File: src/rtl/ring_osc_freq_counter_if.sv
// Control/result bundle of the ring oscillator frequency counter.
// The measuring block sits on the slave side. The controller or bench sits on the master side.
interface ring_osc_freq_counter_if #(
    parameter int COUNT_W = 24
);
    logic               start;
    logic               continuous;
    logic [1:0]         gate_sel;
    logic [1:0]         byte_sel;
    logic               osc_en;
    logic               busy;
    logic [COUNT_W-1:0] count;
    logic               overflow;
    logic               count_valid;
    logic [7:0]         byte_out;

    modport master (
        output start, continuous, gate_sel, byte_sel,
        input  osc_en, busy, count, overflow, count_valid, byte_out
    );

    modport slave (
        input  start, continuous, gate_sel, byte_sel,
        output osc_en, busy, count, overflow, count_valid, byte_out
    );
endinterface

File: src/rtl/ring_osc_freq_counter.sv
// Ring oscillator frequency counter. It enables the ring, waits for it to settle, and counts
// synchronised rising edges over a gate window of clk cycles. The result is exposed whole and bytewise.
module ring_osc_freq_counter #(
    parameter int COUNT_W       = 24,
    parameter int GATE_BASE     = 256,
    parameter int WARMUP_CYCLES = 16
) (
    input  logic i_clk,
    input  logic i_rst_n,
    input  logic i_osc_in,
    ring_osc_freq_counter_if.slave bus
);
    localparam int GW = $clog2(GATE_BASE * 64);
    localparam int WW = (WARMUP_CYCLES > 1) ? $clog2(WARMUP_CYCLES) : 1;
    localparam logic [WW-1:0] WARM_LD = WW'((WARMUP_CYCLES > 0) ? WARMUP_CYCLES - 1 : 0);

    typedef enum logic [1:0] {IDLE, WARMUP, COUNT} state_t;

    state_t             r_state, w_state_nx;
    logic               r_s1, r_s2, r_s3;
    logic [1:0]         r_gsel;
    logic [GW-1:0]      r_gate;
    logic [WW-1:0]      r_warm;
    logic [COUNT_W-1:0] r_edges, r_count, w_edges_nx;
    logic               r_ovf, r_overflow, r_valid, r_busy, w_ovf_nx;
    logic               w_edge, w_go, w_last, w_sat;
    logic [31:0]        w_ext;

    function automatic logic [GW-1:0] win_m1(input logic [1:0] sel);
        return GW'((GATE_BASE << (2 * sel)) - 1);
    endfunction

    assign w_go   = bus.start | bus.continuous;
    assign w_edge = r_s2 & ~r_s3 & (r_state == COUNT);
    assign w_last = (r_state == COUNT) && (r_gate == '0);
    assign w_sat  = &r_edges;
    // Saturating count. An edge arriving at full scale is recorded only as overflow.
    assign w_edges_nx = (w_edge && !w_sat) ? r_edges + COUNT_W'(1) : r_edges;
    assign w_ovf_nx   = r_ovf | (w_edge & w_sat);

    always_comb begin
        w_state_nx = r_state;
        case (r_state)
            IDLE:    if (w_go) w_state_nx = (WARMUP_CYCLES == 0) ? COUNT : WARMUP;
            WARMUP:  if (r_warm == '0) w_state_nx = COUNT;
            COUNT:   if (r_gate == '0) w_state_nx = bus.continuous ? COUNT : IDLE;
            default: w_state_nx = IDLE;
        endcase
    end

    always_ff @(posedge i_clk or negedge i_rst_n) begin
        if (!i_rst_n) begin
            r_state    <= IDLE;
            r_s1       <= 1'b0;
            r_s2       <= 1'b0;
            r_s3       <= 1'b0;
            r_gsel     <= '0;
            r_gate     <= '0;
            r_warm     <= '0;
            r_edges    <= '0;
            r_ovf      <= 1'b0;
            r_count    <= '0;
            r_overflow <= 1'b0;
            r_valid    <= 1'b0;
            r_busy     <= 1'b0;
        end else begin
            r_state <= w_state_nx;
            r_busy  <= (w_state_nx != IDLE);
            r_s1    <= i_osc_in;
            r_s2    <= r_s1;
            r_s3    <= r_s2;
            r_valid <= 1'b0;
            case (r_state)
                IDLE: if (w_go) begin
                    r_gsel  <= bus.gate_sel;
                    r_gate  <= win_m1(bus.gate_sel);
                    r_warm  <= WARM_LD;
                    r_edges <= '0;
                    r_ovf   <= 1'b0;
                end
                WARMUP: r_warm <= r_warm - WW'(1);
                COUNT: if (w_last) begin
                    r_count    <= w_edges_nx;
                    r_overflow <= w_ovf_nx;
                    r_valid    <= 1'b1;
                    // Back-to-back windows reuse the window latched at the start of the run.
                    if (bus.continuous) begin
                        r_gate  <= win_m1(r_gsel);
                        r_edges <= '0;
                        r_ovf   <= 1'b0;
                    end
                end else begin
                    r_gate  <= r_gate - GW'(1);
                    r_edges <= w_edges_nx;
                    r_ovf   <= w_ovf_nx;
                end
                default: ;
            endcase
        end
    end

    assign w_ext = 32'(r_count);

    always_comb begin
        bus.byte_out = 8'h00;
        case (bus.byte_sel)
            2'd0: bus.byte_out = w_ext[7:0];
            2'd1: bus.byte_out = w_ext[15:8];
            2'd2: bus.byte_out = w_ext[23:16];
            default: bus.byte_out = {7'b0, r_overflow};
        endcase
    end

    assign bus.osc_en      = r_busy;
    assign bus.busy        = r_busy;
    assign bus.count       = r_count;
    assign bus.overflow    = r_overflow;
    assign bus.count_valid = r_valid;
endmodule

File: src/flat_wrapper.sv
// flat-port wrapper written by rule: the top's interface ports become plain ports
module ring_osc_freq_counter_flat 
#(
    parameter int COUNT_W       = 24,
    parameter int GATE_BASE     = 256,
    parameter int WARMUP_CYCLES = 16
)
  (i_clk, i_rst_n, i_osc_in, bus_start, bus_continuous, bus_gate_sel, bus_byte_sel, bus_osc_en, bus_busy, bus_count, bus_overflow, bus_count_valid, bus_byte_out);
  ring_osc_freq_counter_if #(.COUNT_W(COUNT_W)) bus_i ();
  input  logic i_clk;
  input  logic i_rst_n;
  input  logic i_osc_in;
  input wire logic [$bits(bus_i.start)-1:0] bus_start;
  input wire logic [$bits(bus_i.continuous)-1:0] bus_continuous;
  input wire logic [$bits(bus_i.gate_sel)-1:0] bus_gate_sel;
  input wire logic [$bits(bus_i.byte_sel)-1:0] bus_byte_sel;
  output wire logic [$bits(bus_i.osc_en)-1:0] bus_osc_en;
  output wire logic [$bits(bus_i.busy)-1:0] bus_busy;
  output wire logic [$bits(bus_i.count)-1:0] bus_count;
  output wire logic [$bits(bus_i.overflow)-1:0] bus_overflow;
  output wire logic [$bits(bus_i.count_valid)-1:0] bus_count_valid;
  output wire logic [$bits(bus_i.byte_out)-1:0] bus_byte_out;
  assign bus_i.start = bus_start;
  assign bus_i.continuous = bus_continuous;
  assign bus_i.gate_sel = bus_gate_sel;
  assign bus_i.byte_sel = bus_byte_sel;
  assign bus_osc_en = bus_i.osc_en;
  assign bus_busy = bus_i.busy;
  assign bus_count = bus_i.count;
  assign bus_overflow = bus_i.overflow;
  assign bus_count_valid = bus_i.count_valid;
  assign bus_byte_out = bus_i.byte_out;
  ring_osc_freq_counter #(.COUNT_W(COUNT_W), .GATE_BASE(GATE_BASE), .WARMUP_CYCLES(WARMUP_CYCLES)) u_core (.i_clk(i_clk), .i_rst_n(i_rst_n), .i_osc_in(i_osc_in), .bus(bus_i));
endmodule
File: config.mk
export PLATFORM = sky130hd
export DESIGN_NAME = ring_osc_freq_counter_flat
export DESIGN_NICKNAME = d
export VERILOG_FILES = /design/src/rtl/ring_osc_freq_counter_if.sv /design/src/rtl/ring_osc_freq_counter.sv /design/src/flat_wrapper.sv
export SDC_FILE = /design/constraint.sdc
export NUM_CORES = 1
export LEC_CHECK = 0
export CORE_UTILIZATION = 40
export DETAILED_ROUTE_END_ITERATION = 7
export GPL_TIMING_DRIVEN = 0
export REMOVE_ABC_BUFFERS = 1
export SLEW_MARGIN = 10
export SYNTH_ARGS = -nofsm -noshare
export SYNTH_HDL_FRONTEND = slang
export SYNTH_SLANG_ARGS = --single-unit
File: constraint.sdc
create_clock -name i_clk -period 3.1 [get_ports i_clk]
set_input_delay 0.465 -clock i_clk [delete_from_list [all_inputs] [get_ports i_clk]]
set_output_delay 0.465 -clock i_clk [all_outputs]
set_load 0.02 [all_outputs]
==> results_dict.tcl <==
set metrics [dict create \
    finalCriticalPeriod_ns 2.87 \
    relSlewSlack_pct 18.4 \
    antenna_found_initial 0 \
    clock_sinks 77 \
    diodes 0 \
    top_layer_used "met4" \
    post_dp_cell_area_um2 4960 \
    grt_usage_pct 20.0 \
    ys_seq_area_share_pct 43.7 \
    finalHoldViolCount 0 \
    multi_input_area_um2 2330 \
    crit_fanout 9 \
    dr_wl_met3_um 490 \
    ant_nets 0 \
    place_hpwl_um 7620 \
    ys_ff_latch 77 \
    num_vias 3788 \
    nets 532 \
    fin_crit_sh_pct 92.5 \
    die_h_um 107 \
    cts_buffer_depth 2 \
    die_x_um 107 \
    async_flop_share_pct 100 \
    clkLatencyLatePin_ns 0.34 \
    netlist_area_um2 4410 \
    clkTransAtPathRegs_ns 0.09 \
    htreeDepth 3 \
    cts_made_buffers 9 \
    drive_gt1_share_pct 8.03 \
    powerDensity_nw_per_um2 518 \
    final_area_um2 5190 \
    synthFlopType "dfrtp_1" \
    cpLargestDelayFamily "buffers and inverters" \
    regArea_um2 1930 \
    crit_arrival_ns 2.40 \
    status "completed" \
    final_cell_mix "dfrtp_1, nand2_1, o21ai_0, clkdlybuf4s50_1, a21oi_1" \
    dieArea_um2 11500 \
    syn_area_per_cell_um2 9.06 \
    grt_max_degree 50 \
    endpoint_kind "output port" \
    core_um2 10500 \
    drt_first_pass_iters 4 \
    timing_worst_setup_path_type "input port to output port" \
    grt_overflow 0 \
    rsz0062_at_grt "false" \
    cts_tree "done" \
    maxCapViolCount 0 \
    path_cells "clkdlybuf4s50_1 > mux4_2 > clkdlybuf4s50_1" \
    hold_slack_ns 0.0562 \
    ys.warnings.count 0 \
    leakage_nw 1.96 \
    initial_utilization_pct 42.0 \
    required_ns 2.63 \
    clockRootBuffer "clkbuf_8" \
    tightest_slew_ns 1.22 \
    fill_cells 1004 \
    gp_congestion 0.839 \
    setup_viol 0 \
    slowest_delay_ns 0.82 \
    drcViolationCount 0 \
    wl_met2_um 5090 \
    pin_count 45 \
    ir_worst_vdd_v 0.000361 \
    drv_slew 0 \
    drtIter0Drc 205 \
    slowest_stage "clkdlybuf4s50_1" \
    fmax_mhz 349 \
    crit_buf_inv 2 \
    worst_hold_path_type "input port to async pin" \
    synthCells 487 \
    via_per_inst 5.75 \
    grt_pass1_wl_um 18100 \
    synth_cell_type_count 61 \
    finalPower_mw 2.69 \
    routed_wl_um 10800 \
    num_rows 37 \
    clock_skew_ns 0.0123 \
    cp_common_cell "clkdlybuf4s50_1" \
    synth_edf_count 0 \
    grt_pass1_vias 3551 \
    hold_buffers 0 \
    cp-start-kind "input port" \
    area_growth_syn_to_layout_pct 17.6 \
    wl_met1_um 5140 \
    portBuffers 44 \
    final_common_cell "dfrtp_1" \
    tns_ns 0 \
    wl_per_cell_um 16.4 \
]
==> layout make-up <==
cell class,instances,area share (%)
Multi-Input combinational cell,367,44.8
Clock buffer,11,2.73
Clock inverter,5,1.13
Sequential cell,77,37.2
Tap cell,136,3.28
Inverter,14,1.01
Timing Repair Buffer,49,9.84
==> state kept, by name (all words and copies together), names as in the netlist <==
| name | cells |
|---|---|
| u_core.bus.count_valid | 1 |
| u_core.r_gsel | 2 |
| u_core.r_state | 2 |
| u_core.r_s2 | 1 |
| u_core.r_gate | 14 |
| u_core.bus.busy | 1 |
| u_core.bus.overflow | 1 |
| u_core.r_s3 | 1 |
| u_core.r_edges | 24 |
| u_core.r_s1 | 1 |
| u_core.r_ovf | 1 |
| u_core.r_warm | 4 |
| u_core.bus.count | 24 |
==> metrics by stage <==
stage          utilization [%]  setup WS [ns]  std cells
2_1_floorplan                -          0.194        458
3_3_place_gp              46.5          -1.29        638
3_5_place_dp              47.2         -0.335        641
4_1_cts                   49.3         0.0749        659
5_1_grt                   49.4         0.0490        659
6_report                  49.4          0.234        659
==> routing by layer <==
| layer | global-route usage [%] | up-vias |
|---|---|---|
| li1 | - | 1854 |
| met1 | 28.0 | 1822 |
| met2 | 32.5 | 105 |
| met3 | 2.31 | 7 |
| met4 | 5.87 | 0 |
| met5 | 0 | - |
==> path summary, 6_finish.rpt <==
path	from	to	slack [ns]	cells after the start
setup / recovery	bus_byte_sel[0]	bus_byte_out[0]	0.23	3
hold / removal	i_rst_n	u_core.bus.count[3]	0.06	1
setup reg to reg	u_core.r_state[0]	u_core.bus.count[11]	0.24	5
hold reg to reg	u_core.r_s1	u_core.r_s2	0.35	0
max in group asynchronous	i_rst_n	u_core.r_gate[1]	2.44	2
min in group i_clk	u_core.r_s1	u_core.r_s2	0.35	0
==> power breakdown <==
| group | internal [mW] | switching (mW) |
|---|---|---|
| registers | 1.15 | 0.188 |
| logic | 0.248 | 0.324 |
| clock network | 0.396 | 0.383 |
==> Yosys cell counts (all sizes together), types with 6 or more instances <==
library cell	n	area [um2]
buf	9	55.0
xnor2	22	193
clkbuf	20	77.6
o21ai	56	280
nand2	66	248
nand2b	9	56.3
o211ai	6	45.0
dfrtp	77	1930
inv	14	52.6
or3	6	37.5
nor4	13	124
a21oi	30	150
a2111oi	6	92.6
nor3	13	65.1
mux2i	7	70.1
nor2	17	63.8
nand3	15	75.1
a31oi	19	119
nand4	11	75.1
==> cell families after synthesis <==
| group | count (synthesis) | synth area share (%) |
|---|---|---|
| AO/OA/AOI/OAI | 147 | 21.2 |
| XOR/XNOR | 24 | 4.76 |
| adder cells (fa/ha/maj) | 5 | 1.42 |
| buffers and inverters | 43 | 4.20 |
| flip-flops | 77 | 43.7 |
| multiplexers | 8 | 2.10 |
| AND/OR/NAND/NOR | 183 | 22.7 |
==> worst reg2reg max path: cells and delay by family (launching register included) <==
family	cells	cell delay [ns]
AOI/OAI and AO/OA	2	0.74
xor gates and xnor gates	1	0.22
and+or+nand+nor	2	1.30
DFF	1	0.46
==> repair_timing <==
action | in CTS | in global routing
pin swaps | 1 | 0
buffers inserted | 2 | 0
endpoints found under the setup margin | 55 | 35
endpoints found under the hold margin | 0 | 0
gates resized for setup | 0 | 2
(Power assumes the default switching activity.)
